--- config.mk ---
export PLATFORM = sky130hd
export DESIGN_NAME = mem_arbiter
export DESIGN_NICKNAME = d
export VERILOG_FILES = /design/src/rtl/mem_arbiter_pkg.sv /design/src/rtl/mem_arbiter_rr_pick2.sv /design/src/rtl/mem_arbiter.sv
export SDC_FILE = /design/constraint.sdc
export NUM_CORES = 1
export LEC_CHECK = 0
export BUFFER_PORTS_ARGS = -buffer_cell sky130_fd_sc_hd__buf_2
export CAP_MARGIN = 20
export CORE_ASPECT_RATIO = 0.6
export CORE_MARGIN = 2
export CORE_UTILIZATION = 32
export CTS_BUF_LIST = sky130_fd_sc_hd__clkbuf_16
export DETAILED_ROUTE_END_ITERATION = 7
export GPL_TIMING_DRIVEN = 0
export PLACE_DENSITY_LB_ADDON = 0.3
export SYNTH_ARGS = -nofsm -noshare
export SYNTH_HDL_FRONTEND = slang
export SYNTH_SLANG_ARGS = --single-unit
export TNS_END_PERCENT = 1
--- constraint.sdc ---
create_clock -name clk -period 1.7 [get_ports clk]
set_input_delay 0.17 -clock clk [delete_from_list [all_inputs] [get_ports clk]]
set_output_delay 0.17 -clock clk [all_outputs]
set_load 0.1 [all_outputs]
--- src/rtl/mem_arbiter_pkg.sv ---
// Shared types and constants for the two-port memory arbiter.
package mem_arbiter_pkg;

   typedef enum logic [1:0] {
      ST_IDLE   = 2'd0,
      ST_ACCESS = 2'd1,
      ST_WAIT   = 2'd2,
      ST_RESP   = 2'd3
   } state_e;

   localparam logic PORT0 = 1'b0;
   localparam logic PORT1 = 1'b1;

endpackage

--- src/rtl/mem_arbiter_rr_pick2.sv ---
// Two-way round-robin grant: a lone requester wins, a tie goes to the port
// that was not served last.
module rr_pick2
   import mem_arbiter_pkg::*;
(
   input  logic req0_i,
   input  logic req1_i,
   input  logic last_grant_i,
   output logic grant_c
);

   always_comb begin
      grant_c = PORT0;
      if (req0_i && req1_i) begin
         grant_c = ~last_grant_i;
      end else if (req1_i) begin
         grant_c = PORT1;
      end
   end

endmodule

--- src/rtl/mem_arbiter.sv ---
// Serialises req/ack accesses from two masters onto one synchronous memory port
// and returns read data to the granted master.
module mem_arbiter
   import mem_arbiter_pkg::*;
#(
   parameter int unsigned ADDR_WIDTH   = 6,
   parameter int unsigned DATA_WIDTH   = 16,
   parameter int unsigned READ_LATENCY = 1
) (
   input  logic                  clk,
   input  logic                  rst,
   input  logic                  req0,
   input  logic                  we0,
   input  logic [ADDR_WIDTH-1:0] addr0,
   input  logic [DATA_WIDTH-1:0] wdata0,
   output logic                  ack0,
   output logic [DATA_WIDTH-1:0] rdata0,
   input  logic                  req1,
   input  logic                  we1,
   input  logic [ADDR_WIDTH-1:0] addr1,
   input  logic [DATA_WIDTH-1:0] wdata1,
   output logic                  ack1,
   output logic [DATA_WIDTH-1:0] rdata1,
   output logic                  mem_we,
   output logic [ADDR_WIDTH-1:0] mem_addr,
   output logic [DATA_WIDTH-1:0] mem_data,
   input  logic [DATA_WIDTH-1:0] mem_in,
   output logic                  busy
);

   localparam int unsigned CNT_W = $clog2(READ_LATENCY + 1);

   state_e                state_q;
   logic                  winner_q;
   logic                  is_write_q;
   logic                  last_grant_q;
   logic [CNT_W-1:0]      cnt_q;
   logic                  ack0_q, ack1_q;
   logic [DATA_WIDTH-1:0] rdata0_q, rdata1_q;
   logic                  mem_we_q;
   logic [ADDR_WIDTH-1:0] mem_addr_q;
   logic [DATA_WIDTH-1:0] mem_data_q;
   logic                  busy_q;

   logic                  grant_c;
   logic                  sel_we_c;
   logic [ADDR_WIDTH-1:0] sel_addr_c;
   logic [DATA_WIDTH-1:0] sel_wdata_c;

   rr_pick2 u_pick (
      .req0_i       (req0),
      .req1_i       (req1),
      .last_grant_i (last_grant_q),
      .grant_c      (grant_c)
   );

   // Request fields of whichever port wins this cycle.
   always_comb begin
      sel_we_c    = we0;
      sel_addr_c  = addr0;
      sel_wdata_c = wdata0;
      if (grant_c == PORT1) begin
         sel_we_c    = we1;
         sel_addr_c  = addr1;
         sel_wdata_c = wdata1;
      end
   end

   always_ff @(posedge clk or posedge rst) begin
      if (rst) begin
         state_q      <= ST_IDLE;
         winner_q     <= PORT0;
         is_write_q   <= 1'b0;
         last_grant_q <= PORT1;
         cnt_q        <= '0;
         ack0_q       <= 1'b0;
         ack1_q       <= 1'b0;
         rdata0_q     <= '0;
         rdata1_q     <= '0;
         mem_we_q     <= 1'b0;
         mem_addr_q   <= '0;
         mem_data_q   <= '0;
         busy_q       <= 1'b0;
      end else begin
         ack0_q <= 1'b0;
         ack1_q <= 1'b0;
         case (state_q)
            ST_IDLE: begin
               if (req0 || req1) begin
                  winner_q   <= grant_c;
                  is_write_q <= sel_we_c;
                  mem_we_q   <= sel_we_c;
                  mem_addr_q <= sel_addr_c;
                  mem_data_q <= sel_wdata_c;
                  busy_q     <= 1'b1;
                  state_q    <= ST_ACCESS;
               end
            end
            ST_ACCESS: begin
               mem_we_q <= 1'b0;
               if (is_write_q) begin
                  ack0_q  <= (winner_q == PORT0);
                  ack1_q  <= (winner_q == PORT1);
                  state_q <= ST_RESP;
               end else begin
                  cnt_q   <= CNT_W'(READ_LATENCY - 1);
                  state_q <= ST_WAIT;
               end
            end
            ST_WAIT: begin
               // The counter reaches zero on the cycle mem_in carries our word.
               if (cnt_q == '0) begin
                  if (winner_q == PORT0) begin
                     rdata0_q <= mem_in;
                  end else begin
                     rdata1_q <= mem_in;
                  end
                  ack0_q  <= (winner_q == PORT0);
                  ack1_q  <= (winner_q == PORT1);
                  state_q <= ST_RESP;
               end else begin
                  cnt_q <= cnt_q - CNT_W'(1);
               end
            end
            ST_RESP: begin
               last_grant_q <= winner_q;
               busy_q       <= 1'b0;
               state_q      <= ST_IDLE;
            end
            default: begin
               state_q <= ST_IDLE;
            end
         endcase
      end
   end

   assign ack0     = ack0_q;
   assign ack1     = ack1_q;
   assign rdata0   = rdata0_q;
   assign rdata1   = rdata1_q;
   assign mem_we   = mem_we_q;
   assign mem_addr = mem_addr_q;
   assign mem_data = mem_data_q;
   assign busy     = busy_q;

endmodule

# == Word level (Yosys, flattened, before mapping) ==
# Cells that the tools add are included.
# word_totals
register_bits,64
input_bits,66
output_inout_bits,58
wordCells,58
# op_classes
addsub,1
eq_ne,6
n_mux,22
bitwise_logic,3
reduce_logical,13
# op_table
op,count
16-bit 2-to-1 mux,1
1-bit 2-to-1 mux,12
1-bit one-hot mux with 2 select lines,5
2-bit AND reduction,5
2-bit one-hot mux with 4 select lines,1
6-bit 2-to-1 mux,1
"2-bit != test, second input constant",3
3-bit AND reduction,2
2-bit nonzero test,3
"2-bit equality test, second input constant",2
2-bit 2-to-1 mux,2
1-bit NOT,3
"2-bit by 1-bit equality test with 1-bit output, second input constant",1
2-bit zero test,1
1-bit logical AND,1
1-bit logical OR,1
"1-bit subtractor, second input constant",1

# == Depth between registers and ports, before layout ==
# depth
ltp_word,5
depth_mapped,6
mapped_depth_nobuf,5

# == Modules after synthesis ==
# Synthesis repeated with hierarchy kept, for this count alone.
# unflattened
cells_unflattened,205
hier_area_um2,2710.1
# modules_own_cells
mod,instances,cells_each,area_each_um2
mem_arbiter,1,204,2698.8
rr_pick2,1,1,11.3

# == Least setup slack after synthesis ==
# No wires, ideal clock.
# synth_path
path_kind,register to register
start,reg state_q[0]
end,"reg rdata0_q[0], in the netlist rdata0[0]"
setup_time_ns,0.126
t_arrival_ns,1.422
setup_slack_ns,0.151
stages_incl_launch_ff,7
n_path_buf,2
synth_period_minus_slack_ns,1.549
path_cell_list,dfrtp_1 -> inv_1 -> ha_1 -> nor2b_1 -> buf_4 -> buf_6 -> mux2_4
# synth_via
elab_chain_cells,2
# synth_lines
item,line_no,rtl
from (decl),mem_arbiter.sv:33,state_e state_q;
from (signal assigned),mem_arbiter.sv:71,state_q <= ST_IDLE;
from (signal assigned),mem_arbiter.sv:96,state_q <= ST_ACCESS;
from (signal assigned),mem_arbiter.sv:104,state_q <= ST_RESP;
2-bit equality test,mem_arbiter.sv:87,case (state_q)
3-bit AND reduction (no line),--,
to (signal assigned),mem_arbiter.sv:114,rdata0_q <= mem_in;
to (decl),mem_arbiter.sv:39,"logic [DATA_WIDTH-1:0] rdata0_q, rdata1_q;"
# Every way passes these cells.
# A chain may end at the register's enable or synchronous reset.

# == Final worst setup path ==
# Same ends and word-level chain as after synthesis.

==> results by group <==
Logic synthesis
  – Post-synth top cells: dfrtp_1, nand2_1, nor2_1, a31oi_1, mux2_1
  – Syn avg cell area: between 10 and 15 um^2
  – Gate count after technology mapping: 232
  – Yosys reg bits: 63
  – Sequential share of the synthesized area: 58.79%
  – Asr flop ratio synth: between 90% and 100%
  – Most numerous cell in the Yosys netlist: dfrtp_1
  – Area leader, netlist: dfrtp_1
  – Synth cell types: 26
  – Main flop type after synthesis: dfrtp_1
  – Mapped Nets: 303
  – Yosys warnings: 0
  – Dominant cells by area after synthesis: dfrtp_1, mux2_1, nand2_1
  – EDFF count, synth: 0
  – Netlist Area Pre-Place: approximately 2700 um^2
  – Top cell type's share of synthesized area: 57.81%

Min path
  – Worst hold path startpoint: mem_in[14]
  – Worst Hold Class: in2reg

Status
  – Outcome: completed

Drt
  – DR vias: 2206
  – First drt pass iteration count: 4
  – Via/cell ratio: ~4.6
  – Drc violations: 0
  – Wire per inst: 14.06 um
  – Iter 0 DRT Violations: 134
  – Antenna viol nets, final: 0
  – WL final: 6.764 mm

Clock tree
  – Clk slew on worst S/H paths: approximately 50 ps
  – CTS tree: yes
  – Worst skew pair latency: 320 ps
  – H-tree Lvls: 3
  – Clk root buf: clkbuf_16
  – Clock tree sinks: 63
  – Setup bufs post-CTS: 0
  – Num CTS Buffers: 9
  – CTS max path bufs: 2

STA
  – Min Clock Period, post-route: roughly 1600 ps
  – Slew Viols, Final: 0
  – Fin crit share: between 90% and 100%
  – Skew final: ~5.3 ps
  – Setup violators final: 0
  – Tightest Pin Transition: 678.8 ps
  – RSZ-0062 raised after global routing: true
  – Fmax: 0.6165 GHz
  – Final hold vios: 0
  – Slew HR: 54.65%

Die
  – Die W: ~120 um
  – Die outline area: 9159 um^2
  – I/O pins: 124
  – Die height: 74.94 um
  – Row count: 25
  – Starting Density: 33.52%
  – Core Box Area: 8008 um^2

Worst setup path
  – Critical Path, Cell by Cell: inv_2 > ha_2 > nor2b_1 > buf_4 > buf_12 > mux2_4
  – R2R Path Start: state_q[0]
  – Kind of cell adding the most delay to the critical path: buffers and inverters
  – Crit. Startpoint: state_q[0]
  – CP Max Fanout: 10
  – Slowest cell on crit path: dfrtp_2
  – CP Launch Type: register
  – Max incr delay on CP: 430 ps
  – Worst EP required: 1900 ps
  – Crit path buf inv count: 3
  – Critical path class: reg2reg
  – Worst EP arrival: 1820 ps
  – CP endpoint kind: register

Placement
  – Placer Congestion: ~0.77
  – IO buf count: 123
  – Placed insts: 464
  – Detail Placement HPWL: 5.138 mm

Final layout
  – Non-Filler Instances: 481
  – Diode count: 0
  – Area Growth Syn to Fin: 39.63%
  – Layout cell share with drive strength beyond 1: 44.50%
  – Final net count: 439

GRT
  – Grt ovf: 0
  – Largest net degree at the start of global routing: 35
  – GRT Util Overall: 15.00%
  – First-pass GRT wire length: 10.37 mm
  – Vias in the first global route: 2080
  – Initial antenna violation count: 0

Job
  – Maxcap violations: 0
[layout by cell type (no fill, tap or decap)]
cell,n
a21bo_2,1
a21boi_2,1
a21oi_1,1
a31oi_1,23
a32oi_1,1
and2_1,1
buf_12,2
buf_2,128
buf_4,3
buf_6,1
clkbuf_16,9
clkbuf_2,2
clkinv_1,4
clkinvlp_4,1
dfrtp_1,61
dfrtp_2,1
dfstp_2,1
dlygate4sd3_1,1
ha_1,4
ha_2,1
inv_1,7
inv_2,1
mux2_1,22
mux2_2,2
mux2_4,10
nand2_1,48
nand2_2,1
nor2_1,27
nor2b_1,1
nor3b_4,1
o21a_1,1
o21ai_0,2
o21ai_1,1
o31ai_1,2
[flip-flops by register name, summed over array words and instances (netlist names)]
name / count
mem_addr: 6
is_write_q: 1
rdata1: 16
last_grant_q: 1
state_q: 2
ack1: 1
rdata0: 16
mem_data: 16
ack0: 1
winner_q: 1
mem_we: 1
busy: 1
[kinds of logic after synthesis]
| kind of cell | after synthesis | share of synthesized area, % |
|---|---|---|
| flops | 63 | 58.79 |
| compound gates | 33 | 8.065 |
| fa+ha+maj | 5 | 2.331 |
| simple gates | 79 | 11.66 |
| mux | 34 | 15.66 |
| buf+inv | 18 | 3.497 |
[worst register-to-register path, delay by kind of cell (launching register included)]
family | cells | cell delay [ps]
buffers and inverters | 3 | 430
DFF | 1 | 430
adders and majority gates | 1 | 200
muxes | 1 | 310
and+or+nand+nor | 1 | 130
[what timing repair did]
action / CTS / global route
endpoints found under the setup margin: 20 / 41
gates resized for setup: 3 / 9
hold endpoints to repair: 29 / 0
hold buffers: 1 / 0
[per-stage QoR]
stage | worst slack, ps | setup TNS (ps) | instance area [um^2] | utilization [%] | hold WS, ps
finish | 77.95 | 0 | 3747 | 46.80 | 76.94
global route | -5.733 | -8.876 | 3747 | 46.80 | 68.09
CTS | 1.928 | 0 | 3731 | 46.59 | 62.27
detailed placement | -78.14 | -694.2 | 3458 | 43.19 | 310.0
global placement | -64.26 | -584.6 | 3438 | 42.94 | 397.9
floorplan | 151.3 | 0 | 2688 | - | 294.6
[layer usage]
| layer | vias up | GRT usage, % | share of wire, % |
|---|---|---|---|
| li1 | 1065 | - | - |
| met3 | 4 | 5.227 | 6.6 |
| met2 | 75 | 21.23 | 43 |
| met4 | 0 | 4.598 | 0.90 |
| met1 | 1062 | 21.62 | 50 |
| met5 | - | 0 | 0 |
[final cells by class]
type,count,area [um^2]
multi-input cells,151,1021
clock inverters,7,26.28
well taps,108,135.1
repair buffers,125,645.6
fillers,781,4260
flip-flops and latches,63,1579
inverters,6,26.28
plain buffers,12,88.84
clock buffers,9,225.2
[worst paths after layout]
kind	slack (ps)	to	cells after the start
hold / removal	80	rdata0[14]	2
min in group asynchronous	490	rdata0[6]	3
max in group asynchronous	560	last_grant_q	4
setup / recovery	80	rdata0[0]	6
hold reg to reg	480	rdata0[12]	1
setup reg to reg	80	rdata0[0]	6
Power is left out: the tool's default activity adds up to more than one toggle a clock period on the data nets, which glitch-free logic cannot reach.
